$ cat config.mk
export PLATFORM = sky130hd
export DESIGN_NAME = seg7_scan_decoder
export DESIGN_NICKNAME = d
export VERILOG_FILES = /design/src/rtl/seg7_pkg.sv /design/src/rtl/seg7_pattern_decode.sv /design/src/rtl/seg7_scan_decoder.sv
export SDC_FILE = /design/constraint.sdc
export NUM_CORES = 1
export LEC_CHECK = 0
export BUFFER_PORTS_ARGS = -buffer_cell sky130_fd_sc_hd__buf_2
export CORE_ASPECT_RATIO = 0.75
export CORE_MARGIN = 3
export CORE_UTILIZATION = 52
export DETAILED_ROUTE_END_ITERATION = 8
export GPL_TIMING_DRIVEN = 0
export MAX_ROUTING_LAYER = met4
export PLACE_DENSITY_LB_ADDON = 0.25
export SLEW_MARGIN = 15
export SYNTH_ARGS = -nofsm -noshare
export SYNTH_HDL_FRONTEND = slang
export SYNTH_SLANG_ARGS = --single-unit
$ cat constraint.sdc
create_clock -name i_w_clk -period 2.72 [get_ports i_w_clk]
set_clock_uncertainty 0.2 [all_clocks]
set_input_delay 0 -clock i_w_clk [delete_from_list [all_inputs] [get_ports i_w_clk]]
set_output_delay 0 -clock i_w_clk [all_outputs]
set_load 0.005 [all_outputs]
$ cat src/rtl/seg7_pkg.sv
// seg7_pkg: segment patterns, order-FSM encodings and defaults shared by the 7-segment scan decoder.
package seg7_pkg;

    localparam int unsigned STABLE_CYCLES_DEF = 4;

    // Lit-segment sets {g,f,e,d,c,b,a} for hex 0..F; index = hex value.
    localparam logic [15:0][6:0] SEG_PAT = {
        7'h71, 7'h79, 7'h5E, 7'h39, 7'h7C, 7'h77, 7'h6F, 7'h7F,
        7'h07, 7'h7D, 7'h6D, 7'h66, 7'h4F, 7'h5B, 7'h06, 7'h3F
    };

    typedef enum logic [1:0] {
        EXP0 = 2'd0,
        EXP1 = 2'd1,
        EXP2 = 2'd2,
        EXP3 = 2'd3
    } ord_state_e;

endpackage

$ cat src/rtl/seg7_pattern_decode.sv
// seg7_pattern_decode: maps a lit-segment set to its hex value, flagging sets that match no digit.
module seg7_pattern_decode
    import seg7_pkg::*;
(
    input  logic [6:0] lit_i,
    output logic       legal_o,
    output logic [3:0] hex_o
);

    always_comb begin
        legal_o = 1'b0;
        hex_o   = 4'd0;
        for (int i = 0; i < 16; i++) begin
            if (lit_i == SEG_PAT[i]) begin
                legal_o = 1'b1;
                hex_o   = 4'(i);
            end
        end
    end

endmodule

$ cat src/rtl/seg7_scan_decoder.sv
// seg7_scan_decoder: recovers hex digits from a multiplexed active-low 7-segment display scan,
// capturing each digit once its strobes have been stable long enough and checking scan order.
module seg7_scan_decoder
    import seg7_pkg::*;
#(
    parameter int unsigned STABLE_CYCLES = STABLE_CYCLES_DEF
) (
    input  logic        i_w_clk,
    input  logic        i_w_reset,
    input  logic [3:0]  i_w_AN,
    input  logic [6:0]  i_w_SEG,
    input  logic        i_w_DP,
    output logic [15:0] o_r_digit,
    output logic [3:0]  o_r_valid,
    output logic [3:0]  o_r_dp,
    output logic        o_r_frame,
    output logic        o_r_err_anode,
    output logic        o_r_err_order,
    output logic        o_r_err_seg
);

    localparam logic [15:0] STABLE = 16'(STABLE_CYCLES);

    logic [11:0] samp_q, samp_d;
    logic [15:0] cnt_q, cnt_d;
    logic        hit_q, hit_d;
    logic [15:0] digit_q, digit_d;
    logic [3:0]  valid_q, valid_d;
    logic [3:0]  dp_q, dp_d;
    logic        frame_q, frame_d;
    logic        err_anode_q, err_anode_d;
    logic        err_order_q, err_order_d;
    logic        err_seg_q, err_seg_d;
    ord_state_e  state_q, state_d;

    logic [3:0]  sel;
    logic [6:0]  lit;
    logic [1:0]  k;
    logic        legal;
    logic [3:0]  hex;

    assign sel = ~samp_q[11:8];
    assign lit = ~samp_q[7:1];

    seg7_pattern_decode u_decode (
        .lit_i   (lit),
        .legal_o (legal),
        .hex_o   (hex)
    );

    always_comb begin
        samp_d      = {i_w_AN, i_w_SEG, i_w_DP};
        cnt_d       = (samp_d != samp_q) ? 16'd1 : (cnt_q == STABLE) ? STABLE : cnt_q + 16'd1;
        // Fire only on the transition into saturation so a dwell captures once.
        hit_d       = (cnt_d == STABLE) && (cnt_q != STABLE);
        k           = 2'd0;
        digit_d     = digit_q;
        valid_d     = valid_q;
        dp_d        = dp_q;
        state_d     = state_q;
        frame_d     = 1'b0;
        err_anode_d = 1'b0;
        err_order_d = 1'b0;
        err_seg_d   = 1'b0;
        for (int i = 0; i < 4; i++) begin
            if (sel[i]) k = 2'(i);
        end
        if (hit_q && sel != 4'd0) begin
            if ($countones(sel) > 1) begin
                err_anode_d = 1'b1;
            end else begin
                dp_d[k] = ~samp_q[0];
                if (legal) begin
                    digit_d[{k, 2'b00} +: 4] = hex;
                    valid_d[k]               = 1'b1;
                end else begin
                    valid_d[k] = 1'b0;
                    err_seg_d  = 1'b1;
                end
                if (k == state_q) begin
                    state_d = (k == 2'd3) ? EXP0 : ord_state_e'(k + 2'd1);
                    frame_d = (k == 2'd3);
                end else begin
                    err_order_d = 1'b1;
                    state_d     = (k == 2'd0) ? EXP1 : EXP0;
                end
            end
        end
    end

    always_ff @(posedge i_w_clk) begin
        if (i_w_reset) begin
            samp_q      <= '1;
            cnt_q       <= '0;
            hit_q       <= 1'b0;
            digit_q     <= '0;
            valid_q     <= '0;
            dp_q        <= '0;
            state_q     <= EXP0;
            frame_q     <= 1'b0;
            err_anode_q <= 1'b0;
            err_order_q <= 1'b0;
            err_seg_q   <= 1'b0;
        end else begin
            samp_q      <= samp_d;
            cnt_q       <= cnt_d;
            hit_q       <= hit_d;
            digit_q     <= digit_d;
            valid_q     <= valid_d;
            dp_q        <= dp_d;
            state_q     <= state_d;
            frame_q     <= frame_d;
            err_anode_q <= err_anode_d;
            err_order_q <= err_order_d;
            err_seg_q   <= err_seg_d;
        end
    end

    assign o_r_digit     = digit_q;
    assign o_r_valid     = valid_q;
    assign o_r_dp        = dp_q;
    assign o_r_frame     = frame_q;
    assign o_r_err_anode = err_anode_q;
    assign o_r_err_order = err_order_q;
    assign o_r_err_seg   = err_seg_q;

endmodule

==> results of run 1 <==
-- worst max path at each step --
stage                   end  depth (start not counted)        from
2_1_floorplan  o_r_digit[0]                          9   samp_q[9]
3_3_place_gp   o_r_digit[0]                          9  samp_q[11]
3_5_place_dp   o_r_digit[0]                          9  samp_q[11]
4_1_cts        o_r_digit[4]                          9   samp_q[9]
5_1_grt        o_r_digit[0]                          9  samp_q[11]
6_report       o_r_digit[0]                          9  samp_q[11]
-- layout make-up --
| type | instances | area, um2 |
|---|---|---|
| Buffer | 26 | 159 |
| Clock buffer | 9 | 124 |
| Clock inverter | 7 | 100 |
| Fill cell | 448 | 1710 |
| Inverter | 8 | 35.0 |
| Multi-Input combinational cell | 258 | 1790 |
| Sequential cell | 59 | 1180 |
| Tap cell | 75 | 93.8 |
| Timing Repair Buffer | 61 | 388 |
-- through the flow --
stage / util, % / instance area [um2]
floorplan: - / 3130
global placement: 61.4 / 3430
detailed placement: 61.4 / 3430
CTS: 69.1 / 3860
global route: 69.4 / 3870
finish: 69.4 / 3870
-- cell usage after synthesis, types with 8 or more instances --
cell type and instances:
nand2_1 24, nand4_1 11, dfxtp_1 59, buf_2 9, xnor2_1 22, nor2b_1 13, nor3_1 10, nand3_1 13
nor2_1 38, clkbuf_1 11, or2_2 12, xor2_1 8
-- timing repair --
item | in CTS | in global routing
hold buffers | 12 | 0
pin swaps | 6 | 4
endpoints found under the setup margin | 14 | 19
setup buffers | 9 | 0
gates resized for setup | 9 | 5
endpoints found under the hold margin | 18 | 0
-- registers in the layout (all words and copies together), names as in the netlist, named ones only --
signal / cells
cnt_q: 16
o_r_digit: 16
samp_q: 12
o_r_dp: 4
state_q: 2
hit_q: 1
o_r_err_anode: 1
o_r_err_order: 1
o_r_err_seg: 1
o_r_frame: 1
-- metal layers --
layer | vias to the layer above | track usage (%) | part of all wire [%]
met5 | - | - | 0
met4 | 0 | 7.26 | 0.98
met3 | 10 | 6.29 | 5.6
met2 | 87 | 33.0 | 44
met1 | 1306 | 32.5 | 49
li1 | 1379 | - | -
-- cell families (layout without fill, tap and decap cells) --
kind of cell / Yosys count / in the layout / synth area share (%)
and+or+nand+nor: 160 / 160 / 29.4
xor gates and xnor gates: 30 / 30 / 8.42
buffers and inverters: 34 / 111 / 5.45
adders and majority gates: 4 / 4 / 1.84
DFF: 59 / 59 / 37.8
muxes: 16 / 16 / 5.97
AOI/OAI and AO/OA: 48 / 48 / 11.1
-- worst max-delay path, cell delays in order, from the launching register on --
cell,delay (ns)
dfxtp_2,0.33
clkbuf_8,0.12
inv_2,0.04
fa_1,0.45
nor2b_4,0.14
or3b_1,0.38
buf_6,0.16
nor4_4,0.18
and2_4,0.22
mux2_4,0.30
-- power breakdown --
group	switching [mW]	internal, mW	leakage [nW]	total, mW
registers	0.00967	0.874	0.478	0.884
logic	0.0850	0.0768	0.899	0.162
clock network	0.392	0.523	0.114	0.915
==> flow_summary.toml, run 1 <==
[logic_synthesis]
yosysTopAreaCellShare_pct = 37.8
avgSynthCellArea_um2 = 8.89
synthDistinctLibCells = 59
synth_seq_area_share_pct = 37.8
synth_top_cell_by_area = "dfxtp_1"
ys_ff_latch = 59
synth_edf_count = 0
async_flop_share_pct = 0
yosysWarnings = 0
synth_area_um2 = 3120
synth_flop_cell = "dfxtp_1"
synth_area_leaders = "dfxtp_1 (38%), xnor2_1 (6.2%), nor2_1 (4.6%), nand2_1 (2.9%), nor2b_1 (2.6%)"
syn_nets = 369
synthCells = 351

[sta]
relSlewSlack_pct = 64.0
post-route-period-util_pct = 96.3
maxSlewViolCount = 0
tightest_slew_ns = 0.540
fin_crit_ns = 2.62
max_freq_ghz = 0.382
hold_viol = 0
fin_hold_ws_ns = 0.0368
setup_slack_ns = 0.0995
rsz0062_at_grt = "no"
finalSetupTns_ns = 0
setup_violations = 0

[global_route]
grt_overflow = 0
grt_pass1_wl_um = 12300
grt_usage_pct = 23.4
grt_pass1_vias = 2562
grt_max_degree = 13
antenna_found_initial = 0

[worst_setup_path]
critPathMaxFanout = 7
regToRegStartpoint = "samp_q[11]"
worstPathRequired_ns = 2.76
r2r_end = "o_r_digit[0]"
cp.arrival_ns = 2.66
start_kind = "register"
path_class = "register to register"
reg2reg_slack_ns = 0.1
endpoint_kind = "register"
r2r_cells = 9

[cells_and_area]
drive_gt1_share_pct = 29.0
mostFrequentLayoutCell = "dfxtp_1"
synthToLayoutAreaGrowth_pct = 24.0
diodes = 0
fin_nets = 441
final_cells = 503
final_cell_mix = "dfxtp_1 (56), buf_2 (49), nor2_1 (36)"

[clocking]
clk_path_buf_depth = 2
ctsHtreeMaxLevel = 3
numCtsBuffers = 9
clk_pin_slew_ns = 0.08
cts.sinks = 59
insertion_delay_ns = 0.35
root_buffer = "clkbuf_8"
cts_tree = "built"

[floorplanning]
io_pins = 42
rows = 23
initial_core_util_pct = 55.9
die_x_um = 95.5
die_h_um = 73.1
design.die.area_um2 = 6980
core_um2 = 5580

[run_status]
outcome = "finished clean"

[min_path]
min_to = "o_r_digit[12]"
worst_hold_startpoint = "i_w_reset"
whs_path_depth = 3
hp-class = "primary input to register"

[placement]
post-place-ws_ns = -0.240
place_congestion = 0.876
dp_hpwl_um = 5220
placement.io_buffers = 40
placed_cells = 466

[job]
max-cap-violations = 0

[power_and_ir_drop]
cellPowerDensity_nw_per_um2 = 506
finalPower_mw = 1.96
power.leakage_nw = 1.49
peakVddDrop_mv = 0.323

[routing]
first_pass_iters = 4
vias = 2782
vias_per_cell = 5.53
detail-route-antenna-nets = 0
post-route-drc-count = 0
wl_um = 7550
post_drt_wl_per_cell_um = 15.0
first_iter_violations = 182
No activity file was read; power rests on OpenSTA's default activity.
==> inputs of run 2 (changes only) <==
- RECOVER_POWER: not set -> 100
==> run 2 against run 1 <==
Cell count unchanged. Non-clock buffer count unchanged. Clock-buffer cell count is the same. Clock power shrank 0.4%. Largest cell class unchanged. Total power shrank 0.25%. Critical endpoint unchanged. Sequential power about the same.
==> flow_summary.toml, run 2 (same netlist as run 1, synthesis figures left out) <==
[sta]
relSlewSlack_pct = 65.4
max_freq_ghz = 0.381
fin_crit_ns = 2.63
post-route-period-util_pct = 96.5
tightest_slew_ns = 0.514
rsz0062_at_grt = "no"
maxSlewViolCount = 0
hold_viol = 0
finalSetupTns_ns = 0
fin_hold_ws_ns = 0.0313
setup_slack_ns = 0.0946
setup_violations = 0

[clocking]
insertion_delay_ns = 0.34
cts.sinks = 59
ctsHtreeMaxLevel = 3
cts_tree = "built"
clk_path_buf_depth = 2
root_buffer = "clkbuf_8"
clk_pin_slew_ns = 0.08
numCtsBuffers = 9

[cells_and_area]
mostFrequentLayoutCell = "dfxtp_1"
drive_gt1_share_pct = 25.7
final_cell_mix = "dfxtp_1 (56), buf_2 (36), nor2_1 (36)"
synthToLayoutAreaGrowth_pct = 23.3
fin_nets = 441
final_cell_area_um2 = 3850
diodes = 0

[min_path]
worst_hold_startpoint = "i_w_reset"
min_to = "o_r_digit[12]"
hp-class = "primary input to register"
whs_path_depth = 3

[floorplanning]
die_x_um = 95.5
initial_core_util_pct = 55.9
design.die.area_um2 = 6980
rows = 23
io_pins = 42
die_h_um = 73.1
core_um2 = 5580

[placement]
placement.io_buffers = 40
place_congestion = 0.876
place_area_um2 = 3430
post-place-ws_ns = -0.240
dp_hpwl_um = 5220

[worst_setup_path]
regToRegStartpoint = "samp_q[11]"
slowest_stage = "fa_1"
cp.arrival_ns = 2.66
path_cells = "clkbuf_8 -> inv_2 -> fa_1 -> nor2b_4 -> or3b_1 -> buf_6 -> nor4_4 -> and2_4 -> mux2_4"
r2r_cells = 9
reg2reg_slack_ns = 0.09
crit_path_max_incr_delay_ns = 0.45
r2r_end = "o_r_digit[0]"
start_kind = "register"
endpoint_kind = "register"
critPathMaxFanout = 7
path_class = "register to register"
worstPathRequired_ns = 2.76

[run_status]
outcome = "finished clean"

[routing]
vias_per_cell = 5.59
post-route-drc-count = 0
wl_um = 7570
vias = 2812
detail-route-antenna-nets = 0
first_iter_violations = 169
first_pass_iters = 5
post_drt_wl_per_cell_um = 15.0

[power_and_ir_drop]
cellPowerDensity_nw_per_um2 = 508
finalPower_mw = 1.96
power.leakage_nw = 1.43
peakVddDrop_mv = 0.328

[global_route]
grt_usage_pct = 23.4
antenna_found_initial = 0
grt_pass1_wl_um = 12300
grt_max_degree = 13
grt_overflow = 0
grt_pass1_vias = 2562

[job]
max-cap-violations = 0
run 2: cell types whose count changed in the layout (fill, tap and decap cells not counted), sizes merged:
cell and delta:
clkbuf +14, buf -14
run 2: layout make-up:
cell class,instances,area (um2)
multi-input cells,258,1780
clock buffers,9,124
well taps,75,93.8
repair buffers,61,372
inverters,8,35.0
flip-flops and latches,59,1180
plain buffers,26,159
clock inverters,7,100
fillers,458,1730
run 2: metrics by stage:
stage / util (%) / instances
3_3_place_gp: 61.4 / 466
6_report: 69.0 / 503
2_1_floorplan: - / 351
4_1_cts: 69.1 / 503
5_1_grt: 69.0 / 503
3_5_place_dp: 61.4 / 466
run 2: critical path, delay by kind of cell (launching register included):
kind                       cells  cell delay (ns)
buffers and inverters          3             0.32
DFF                            1             0.33
adders and majority gates      1             0.45
and+or+nand+nor                4             0.92
muxes                          1             0.30
run 2: report_power, final:
group / total (mW) / internal, mW / switching [mW]
combinational: 0.162 / 0.0766 / 0.0850
clock: 0.911 / 0.523 / 0.387
sequential: 0.884 / 0.874 / 0.00969
total: 1.96 / 1.47 / 0.482
run 2: worst max-delay path by stage:
stage | end | cells past startpoint | from | slack (ns)
floorplan | o_r_digit[0] | 9 | samp_q[9] | 0.02
global placement | o_r_digit[0] | 9 | samp_q[11] | -0.16
detailed placement | o_r_digit[0] | 9 | samp_q[11] | -0.24
CTS | o_r_digit[4] | 9 | samp_q[9] | -0.05
global route | o_r_digit[0] | 9 | samp_q[11] | 0.02
finish | o_r_digit[0] | 9 | samp_q[11] | 0.09
run 2: what timing repair did:
action	CTS	global route
pin swaps	6	4
resized for setup	9	5
endpoints found under the setup margin	14	19
endpoints found under the hold margin	18	0
hold buffers	12	0
buffers inserted	9	0
run 2: layer usage:
| layer | up-vias | share of wire (%) | GRT usage (%) |
|---|---|---|---|
| li1 | 1380 | - | - |
| met1 | 1321 | 49 | 32.5 |
| met5 | - | 0 | - |
| met4 | 0 | 1.0 | 7.26 |
| met3 | 8 | 6.2 | 6.29 |
| met2 | 103 | 44 | 33.0 |
